`src/rtl/mult_leak_pkg.sv`:
```
// mult_leak_pkg
//   Shared types and helpers for the multiplier timing-leak checker.
//   - state_t     : checker FSM states (IDLE, RUN, DONE)
//   - lane_idx_w  : width of a lane index, never narrower than one bit
//   - sat_inc     : increment that sticks at the all-ones value of a w-bit counter
package mult_leak_pkg;

  typedef enum logic [1:0] {
    IDLE = 2'd0,
    RUN  = 2'd1,
    DONE = 2'd2
  } state_t;

  function automatic int lane_idx_w(input int lanes);
    return (lanes <= 2) ? 1 : $clog2(lanes);
  endfunction

  // w must be below 32; the caller truncates the result back to w bits.
  function automatic logic [31:0] sat_inc(input logic [31:0] v, input int w);
    logic [31:0] top;
    top = (32'd1 << w) - 32'd1;
    return (v >= top) ? top : v + 32'd1;
  endfunction

endpackage

```
`src/rtl/mult_ct_lane.sv`:
```
// mult_ct_lane
//   One constant-time unsigned shift-add multiplier. Always performs exactly
//   WIDTH iterations regardless of operand values; an iteration is skipped
//   (held) in any cycle where stall is high.
// Ports
//   clk, rst                  clock, asynchronous active-low reset
//   load                      latch operands, clear product, restart iteration count
//   run                       iterations may advance only while high
//   stall                     hold the current iteration this cycle
//   multiplier, multiplicand  WIDTH-bit unsigned operands
//   done                      one-cycle pulse after the final iteration
//   product                   2*WIDTH-bit result, held until the next load
module mult_ct_lane
  import mult_leak_pkg::*;
#(
  parameter int WIDTH = 4
) (
  input  logic               clk,
  input  logic               rst,
  input  logic               load,
  input  logic               run,
  input  logic               stall,
  input  logic [WIDTH-1:0]   multiplier,
  input  logic [WIDTH-1:0]   multiplicand,
  output logic               done,
  output logic [2*WIDTH-1:0] product
);

  localparam int IW = $clog2(WIDTH + 1);

  logic [2*WIDTH-1:0] mcand_reg;
  logic [2*WIDTH-1:0] acc_reg;
  logic [WIDTH-1:0]   mplier_reg;
  logic [IW-1:0]      iter_reg;
  logic               active_reg;
  logic               done_reg;
  logic               step;
  logic [2*WIDTH-1:0] addend;

  assign step = run && active_reg && !stall;
  // The add is formed every iteration so a zero bit costs the same as a one bit.
  assign addend = mplier_reg[0] ? mcand_reg : '0;

  always_ff @(posedge clk or negedge rst) begin
    if (!rst) begin
      mcand_reg  <= '0;
      acc_reg    <= '0;
      mplier_reg <= '0;
      iter_reg   <= '0;
      active_reg <= 1'b0;
      done_reg   <= 1'b0;
    end else begin
      done_reg <= 1'b0;
      if (load) begin
        mcand_reg  <= {{WIDTH{1'b0}}, multiplicand};
        mplier_reg <= multiplier;
        acc_reg    <= '0;
        iter_reg   <= '0;
        active_reg <= 1'b1;
      end else if (step) begin
        acc_reg    <= acc_reg + addend;
        mcand_reg  <= mcand_reg << 1;
        mplier_reg <= mplier_reg >> 1;
        iter_reg   <= iter_reg + 1'b1;
        if (iter_reg == IW'(WIDTH - 1)) begin
          active_reg <= 1'b0;
          done_reg   <= 1'b1;
        end
      end
    end
  end

  assign done    = done_reg;
  assign product = acc_reg;

endmodule

```
`config.mk`:
```
export PLATFORM = sky130hd
export DESIGN_NAME = mult_ct_lane
export DESIGN_NICKNAME = d
export VERILOG_FILES = /design/src/rtl/mult_leak_pkg.sv /design/src/rtl/mult_ct_lane.sv
export SDC_FILE = /design/constraint.sdc
export NUM_CORES = 1
export LEC_CHECK = 0
export BUFFER_PORTS_ARGS = -buffer_cell sky130_fd_sc_hd__buf_2
export CORE_MARGIN = 1
export CORE_UTILIZATION = 60
export DETAILED_ROUTE_END_ITERATION = 8
export HOLD_SLACK_MARGIN = 0.08
export PLACE_DENSITY = 0.9
export SYNTH_ARGS = -nofsm -noshare
export SYNTH_HDL_FRONTEND = slang
export SYNTH_SLANG_ARGS = --single-unit
```
`constraint.sdc`:
```
create_clock -name clk -period 3.99 [get_ports clk]
set_clock_uncertainty 0.1 [all_clocks]
set_input_delay 0.798 -clock clk [delete_from_list [all_inputs] [get_ports clk]]
set_output_delay 0.798 -clock clk [all_outputs]
set_load 0.02 [all_outputs]
```
==> impl_metrics.yaml, run 1 <==
power:
  swShare: 0.272
  power.density_mw_per_mm2: 291
  p_clk_frac: 0.244
  internal_power_w: 0.000332
  p_switching_w: 0.000124
  comb_power_share: 0.152
  power_frac_seq: 0.604
  irDropWorstVdd_v: 0.000260
  power.leakage_nw: 0.770
final_layout:
  final_nets: 193
  instances_no_fill: 197
  area_delta_synth_final_pct: 9.93
  final_common_cell: "nand2_1"
  final_cell_mix: "nand2_1 (33), dfrtp_1 (25), buf_2 (21)"
  seq_area_um2: 626
  n_antenna_cell: 0
  fillers: 184
  drive_gt1_frac: 0.183
  multi_input_area_um2: 762
placed_design:
  dp_cells: 193
  portBuffers: 21
  dp_hpwl_mm: 1.96
  routabilityCongestion: 0.968
grt:
  gr-max-usage-layer: "met2"
  grt_pass1_vias: 1079
  met3_usage: 0.0424
  use_met1: 0.295
  antenna_found_initial: 0
  grt_max_degree: 39
  gr-total-overflow: 0
  gr-usage-all-layers: 0.248
  grt_pass1_wl_mm: 4.67
  groute.layer.met2.usage: 0.429
sta:
  fin_crit_sh: 0.622
  drv_slew: 0
  period_needed_ps: 2480
  setup_viol: 0
  worst_pin_slew_ps: 925
  tns_ps: 0
  rsz0062_at_grt: "false"
  fmax_mhz: 403
  relSlewSlack: 0.381
  finalHoldViolCount: 0
  hold_ws_ps: 349
routing:
  via_count: 1113
  wl_mm: 2.68
  ant_nets: 0
  drt_pass1_iterations: 4
  wire_per_inst_um: 13.6
  drc_errors: 0
  viasPerCell: 5.65
  drtIter0Drc: 20
outcome:
  status: "complete, no violations"
setup_path:
  worstPathRequired_ps: 4150
  cp_num_buf_inv: 0
  path_delay_family: "compound AO/OA/AOI/OAI gates"
  critical_path.max_fanout: 9
  criticalPathCategory: "reg -> reg"
  cp_slowest_cell: "dfrtp_1"
  cp-start-kind: "flip-flop"
  cpPeakStageDelay_ps: 480
  worstPathArrival_ps: 2640
  end_kind: "flip-flop"
  crit_chain: "and2_1, ha_1, fa_1, a21o_1, a21oi_1, o21ai_1, nor4_1, a311o_1"
die:
  die_x_um: 50.7
  pin_count: 22
  dieHeight_um: 50.7
  initial_utilization: 0.638
  num_rows: 17
  die-area_mm2: 0.00257
  core_region_area_mm2: 0.00223
clock_tree:
  clk_pin_slew_ps: 130
  cts_buffer_depth: 2
  cts_buffers: 3
  cts_root_buffer: "clkbuf_4"
  cts_tree: "built"
  cts.sinks: 25
  cts.hold.buffers_added: 0
  cts_htree_levels: 1
  cts_setup_buffers: 0
  cts_resized: 0
  clk_latency_ps: 310
yosys:
  ys_ff_latch: 25
  syn_inst: 151
  synthDistinctLibCells: 33
  synth_flop_cell: "dfrtp_1"
  synth-async-reset-ratio: 1.00
  yosysSeqAreaShare: 0.439
  yosysWarnings: 0
  yosys.area.top_type: "dfrtp_1"
  synth-edff-count: 0
  netlist.area_leader.share: 0.439
  synth_area_leaders: "dfrtp_1 (44%), nand2_1 (8.7%), ha_1 (7.9%), a21oi_1 (4.6%), mux2i_1 (4.2%)"
  avgSynthCellArea_um2: 9.43
  syn_area_mm2: 0.00142
  syn-num-nets: 174
worst_hold_path:
  hold_class: "in -> async"
job:
  drv_cap: 0
-- synthesized netlist by cell type, drive strengths merged (2+ instances only) --
cell type  number
a21o            3
nor4            2
o21bai          2
buf             2
clkbuf          6
nand2          33
a21oi          13
o21ai          10
nand3           2
dfrtp          25
nand3b          2
nor2            8
ha              9
xnor2           3
and2            9
a211oi          2
mux2i           6
-- power groups by stage --
stage          Sequential, W  Combinational [W]  Clock, W
2_1_floorplan       0.000280          0.0000460         0
3_3_place_gp        0.000279          0.0000658         0
3_5_place_dp        0.000280          0.0000690         0
4_1_cts             0.000275          0.0000696  0.000115
5_1_grt             0.000277          0.0000788  0.000124
6_report            0.000275          0.0000694  0.000111
-- logic make-up (layout without fill, tap and decap cells) --
kind of cell             Yosys count  count (layout)  share of synthesized area
AND/OR/NAND/NOR                   63              63                      0.216
AO/OA/AOI/OAI                     34              34                      0.155
flip-flops                        25              25                      0.439
adder cells (fa/ha/maj)           10              10                     0.0931
buffers and inverters              9              27                     0.0255
multiplexers                       7               7                     0.0527
XOR/XNOR                           3               3                     0.0185
-- path summary, 6_finish.rpt --
check,start,endpoint,slack [ps],cells past startpoint
setup reg to reg,mplier_reg[0]$_DFFE_PN0P_,product[6]$_DFFE_PN0P_,1510,8
hold / removal,rst,product[4]$_DFFE_PN0P_,350,1
max in group asynchronous,rst,mcand_reg[7]$_DFFE_PN0P_,3090,1
setup / recovery,mplier_reg[0]$_DFFE_PN0P_,product[6]$_DFFE_PN0P_,1510,8
hold reg to reg,active_reg$_DFFE_PN0P_,active_reg$_DFFE_PN0P_,410,1
min in group clk,active_reg$_DFFE_PN0P_,active_reg$_DFFE_PN0P_,410,1
-- per-layer routing --
layer | vias to the layer above | share of wire
li1 | 559 | -
met1 | 517 | 0.44
met4 | 0 | 0.013
met3 | 4 | 0.049
met5 | - | 0
met2 | 33 | 0.50
-- final cells by class --
class,count,share of cell area
multi-input combinational,117,0.487
sequential,25,0.400
timing repair buffer,22,0.0719
tap,28,0.0224
clock buffer,4,0.0168
inverter,1,0.00240
-- per-stage QoR --
stage	area, um2	worst slack [ps]	util	power [W]
floorplan	1420	1790	-	0.000326
global placement	1540	1640	0.689	0.000345
detailed placement	1540	1530	0.689	0.000349
CTS	1570	1550	0.701	0.000460
global route	1570	1410	0.701	0.000480
finish	1570	1510	0.701	0.000456
Power figures use the tool's default switching activity.
==> run 2: changes to the inputs <==
Settings changed: CORE_UTILIZATION 60 to 55, PLACE_DENSITY 0.9 to 0.84.
Clock period 3.99 ns to 2.4 ns, I/O delays scaled along.
==> run 2 against run 1 <==
Effect of this change: maximum frequency grew 6.8%; sequential share of layout area shrank 0.98 points; routed wire length grew 1.5%; die area grew 8.7%; design area grew 2.7%; utilization shrank 4.6 points; highest routed layer unchanged; global-route usage shrank 2.2 points; via count grew 3.1%; sequential power grew 67%; largest power group unchanged; largest cell class unchanged.
==> impl_metrics.yaml, run 2 (synthesis results as in run 1) <==
clock_tree:
  cts_htree_levels: 1
  clk_pin_slew_ps: 150
  clk_latency_ps: 320
  cts_root_buffer: "clkbuf_4"
  cts_buffers: 3
  cts_tree: "built"
  cts.sinks: 25
  cts_buffer_depth: 2
setup_path:
  cpPeakStageDelay_ps: 430
  critPathLaunch: "mcand_reg[1]$_DFFE_PN0P_"
  worstPathRequired_ps: 2520
  worstPathArrival_ps: 2440
  criticalPathCategory: "reg -> reg"
  cp_num_buf_inv: 0
  rr_worst_depth: 7
  end_kind: "flip-flop"
  path_delay_family: "compound AO/OA/AOI/OAI gates"
  crit_chain: "and2_1, ha_1, a211oi_4, nor4b_2, o31a_1, nor3_2, mux2_4"
  rrSetupSlack_ps: 70
  r2r_start: "mcand_reg[1]$_DFFE_PN0P_"
  cp_slowest_cell: "dfrtp_1"
  cp-start-kind: "flip-flop"
  rr_endpoint: "product[7]$_DFFE_PN0P_"
  crit_path_end: "product[7]$_DFFE_PN0P_"
  critical_path.max_fanout: 3
  worst-path-stages: 7
final_layout:
  area_delta_synth_final_pct: 12.9
  final_common_cell: "nand2_1"
  n_antenna_cell: 0
  fin_util: 0.655
  final_nets: 196
  final_cell_mix: "nand2_1 (33), dfrtp_1 (24), buf_2 (21)"
  fillers: 207
  drive_gt1_frac: 0.221
sta:
  relSlewSlack: 0.604
  hold_ws_ps: 254
  drv_slew: 0
  tns_ps: 0
  fin_crit_sh: 0.969
  worst_slack_ps: 75.0
  setup_viol: 0
  worst_pin_slew_ps: 595
  rsz0062_at_grt: "false"
  finalHoldViolCount: 0
  period_needed_ps: 2330
  fmax_mhz: 430
routing:
  viasPerCell: 5.68
  drtIter0Drc: 28
  drt_pass1_iterations: 4
  route.met3.wl_um: 93
  drc_errors: 0
  drt-met1-wl_mm: 1.24
  wire_per_inst_um: 13.5
  ant_nets: 0
  via_count: 1148
  highest_layer: "met4"
  wl_met2_mm: 1.36
  wl_mm: 2.72
placed_design:
  dp_slack_ps: 73.5
  routabilityCongestion: 0.829
  portBuffers: 21
  dp_hpwl_mm: 1.95
grt:
  grt_max_degree: 39
  gr-usage-all-layers: 0.225
  antenna_found_initial: 0
  grt_pass1_vias: 1077
  grt_pass1_wl_mm: 4.49
  gr-total-overflow: 0
power:
  swShare: 0.282
  power.leakage_nw: 0.784
  internal_power_w: 0.000554
  power.density_mw_per_mm2: 480
  comb_power_share: 0.155
  power_frac_seq: 0.593
  p_clk_frac: 0.252
  p_switching_w: 0.000218
  irDropWorstVdd_v: 0.000429
job:
  drv_cap: 0
die:
  die_x_um: 52.9
  dieHeight_um: 52.9
  initial_utilization: 0.580
  num_rows: 18
  pin_count: 22
  core_region_area_mm2: 0.00245
  die-area_mm2: 0.00280
outcome:
  status: "complete, no violations"
worst_hold_path:
  hp-start: "multiplicand[1]"
  hold_class: "in -> reg"
## run 2: per-stage QoR
step | cells | cell area (um2) | total power (W)
after floorplan | 151 | 1420 | 0.000542
after global placement | 196 | 1550 | 0.000576
after detailed placement | 196 | 1550 | 0.000581
after CTS | 201 | 1590 | 0.000769
after global routing | 202 | 1610 | 0.000819
final | 202 | 1610 | 0.000772
## run 2: cell type report
class	count	area [um2]	area share
timing repair buffer	25	138	0.0856
inverter	1	3.75	0.00233
clock inverter	1	5.00	0.00311
clock buffer	3	22.5	0.0140
multi-input combinational	117	774	0.482
sequential	25	627	0.390
tap	30	37.5	0.0233
## run 2: metal layers
layer / GRT usage / vias to the layer above
met4: 0.0877 / 0
met5: 0 / -
met1: 0.288 / 553
met2: 0.376 / 26
met3: 0.0402 / 4
li1: - / 565
## run 2: worst reg2reg max path: cells and delay by family (launching register included)
family                   cells  cell delay [ps]
AO/OA/AOI/OAI                2              560
AND/OR/NAND/NOR              3              480
adder cells (fa/ha/maj)      1              330
flip-flops                   1              430
multiplexers                 1              310
## run 2: worst min path at each step
stage                                            to  slack (ps)  cells past startpoint
after floorplan              active_reg$_DFFE_PN0P_          80                      0
after global routing      mplier_reg[1]$_DFFE_PN0P_         250                      3
final                      mcand_reg[1]$_DFFE_PN0P_         250                      3
after detailed placement     active_reg$_DFFE_PN0P_         380                      1
after CTS                  mcand_reg[1]$_DFFE_PN0P_         260                      3
after global placement       active_reg$_DFFE_PN0P_         360                      1
## run 2: power by group through the flow
| stage | registers [W] | clock network [W] | logic [W] |
|---|---|---|---|
| floorplan | 0.000465 | 0 | 0.0000765 |
| global placement | 0.000464 | 0 | 0.000111 |
| detailed placement | 0.000466 | 0 | 0.000115 |
| CTS | 0.000458 | 0.000195 | 0.000116 |
| global route | 0.000460 | 0.000223 | 0.000136 |
| finish | 0.000458 | 0.000194 | 0.000120 |
## run 2: what timing repair did
item / in CTS / in global routing
setup endpoints to repair: 0 / 2
hold endpoints to repair: 25 / 0
setup buffers: 0 / 1
gates resized for setup: 0 / 4
hold buffers: 1 / 0
==> run 3: changes to the inputs <==
==> constraint.sdc (replaced) <==
create_clock -name clk -period 2.4 [get_ports clk]
set_clock_uncertainty 0.1 [all_clocks]
set_input_delay 0.24 -clock clk [delete_from_list [all_inputs] [get_ports clk]]
set_output_delay 0.24 -clock clk [all_outputs]
set_load 0.02 [all_outputs]
==> run 3 against run 2 <==
Effect of this change: die area unchanged; routed wire length up 5.9%; largest power group unchanged; non-clock buffer count rose by 7; via count is 2.5% higher; worst setup slack improved by 28 ps; maximum frequency up 1.2%; utilization grew 2.7 points; first-iteration DRC count down 57%.
==> impl_metrics.yaml, run 3 (synthesis results as in run 1) <==
routing:
  viasPerCell: 5.63
  drt_pass1_iterations: 4
  wl_mm: 2.88
  ant_nets: 0
  wire_per_inst_um: 13.8
  drc_errors: 0
  via_count: 1177
  drtIter0Drc: 12
setup_path:
  worstPathArrival_ps: 2420
  cp-start-kind: "flip-flop"
  rr_worst_depth: 7
  criticalPathCategory: "reg -> reg"
  worstPathRequired_ps: 2530
  critical_path.max_fanout: 3
  end_kind: "flip-flop"
final_layout:
  final_common_cell: "nand2_1"
  stdcell_area_mm2: 0.00167
  final_cell_mix: "nand2_1 (33), dfrtp_1 (25), buf_2 (21)"
  drive_gt1_frac: 0.196
  n_antenna_cell: 0
  final_nets: 203
  area_delta_synth_final_pct: 17.5
sta:
  period_needed_ps: 2300
  worst_pin_slew_ps: 779
  fmax_mhz: 435
  drv_slew: 0
  setup_viol: 0
  finalHoldViolCount: 0
  tns_ps: 0
  fin_crit_sh: 0.957
  rsz0062_at_grt: "false"
  relSlewSlack: 0.481
die:
  die-area_mm2: 0.00280
  core_region_area_mm2: 0.00245
  dieHeight_um: 52.9
  num_rows: 18
  pin_count: 22
  initial_utilization: 0.580
  die_x_um: 52.9
placed_design:
  portBuffers: 21
  routabilityCongestion: 0.846
  dpl_cell_area_mm2: 0.00154
  dp_hpwl_mm: 2.04
grt:
  gr-total-overflow: 0
  grt_pass1_vias: 1092
  gr-usage-all-layers: 0.239
  antenna_found_initial: 0
  grt_pass1_wl_mm: 4.75
  grt_max_degree: 39
power:
  power.leakage_nw: 0.813
  power.density_mw_per_mm2: 464
  irDropWorstVdd_v: 0.000498
clock_tree:
  cts_tree: "built"
  cts_buffer_depth: 2
  cts_htree_levels: 1
  cts_buffers: 3
  clk_pin_slew_ps: 140
  cts.sinks: 25
  cts_root_buffer: "clkbuf_4"
  clk_latency_ps: 320
worst_hold_path:
  min_delay_path_depth: 4
  hold_class: "in -> reg"
job:
  drv_cap: 0
outcome:
  status: "complete, no violations"
## run 3: changes by cell type in the layout (fill, tap and decap cells not counted)
cell | before | now
dfrtp_1 | 24 | 25
nor4_1 | 1 | 2
buf_4 | 3 | 2
fa_1 | 0 | 1
dfrtp_2 | 1 | 0
nor4_2 | 1 | 0
ha_2 | 0 | 1
dlygate4sd3_1 | 1 | 9
fa_2 | 1 | 0
ha_1 | 9 | 8
## run 3: report_power, final
group	switching, W	internal [W]	total [W]	leakage (nW)
logic	0.0000725	0.0000579	0.000130	0.467
registers	0.0000154	0.000441	0.000456	0.328
clock network	0.000127	0.0000624	0.000190	0.0177
## run 3: final cells by class
class	instances	area, um2
repair buffers	32	210
fillers	201	782
flip-flops and latches	25	626
multi-input cells	117	768
clock buffers	3	22.5
well taps	30	37.5
clock inverters	1	5.00
inverters	1	3.75
## run 3: stage by stage
step | cells | total power (W) | hold slack [ps] | setup WS (ps) | util
after floorplan | 151 | 0.000542 | -156 | 198 | -
after global placement | 195 | 0.000574 | 149 | 132 | 0.628
after detailed placement | 195 | 0.000581 | 163 | 31.9 | 0.628
after CTS | 209 | 0.000784 | 213 | 38.2 | 0.679
after global routing | 209 | 0.000819 | 216 | 10.9 | 0.681
final | 209 | 0.000777 | 224 | 103 | 0.681
## run 3: routing by layer
layer,track usage,part of all wire
met5,0,0
met4,0.110,0.031
met3,0.0374,0.028
met2,0.403,0.49
met1,0.299,0.45
## run 3: critical path, stage by stage, from the launching register on
cell and delay, ps:
dfrtp_1 420, and2_1 200, ha_1 330, a211oi_4 270, nor4b_2 100, o31a_1 290, nor3_2 180, mux2_4 310
## run 3: repair_timing
item	CTS	global route
setup endpoints to repair	1	1
gates resized for setup	0	2
endpoints found under the hold margin	33	0
buffers inserted	1	0
hold buffers	9	0
## run 3: worst paths after layout
kind	from	to	slack (ps)
max	mcand_reg[1]$_DFFE_PN0P_	product[7]$_DFFE_PN0P_	100
min	stall	product[4]$_DFFE_PN0P_	220
max reg2reg	mcand_reg[1]$_DFFE_PN0P_	product[7]$_DFFE_PN0P_	100
min reg2reg	iter_reg[2]$_DFFE_PN0P_	iter_reg[2]$_DFFE_PN0P_	430
max in group asynchronous	rst	active_reg$_DFFE_PN0P_	1510
min in group asynchronous	rst	product[7]$_DFFE_PN0P_	320
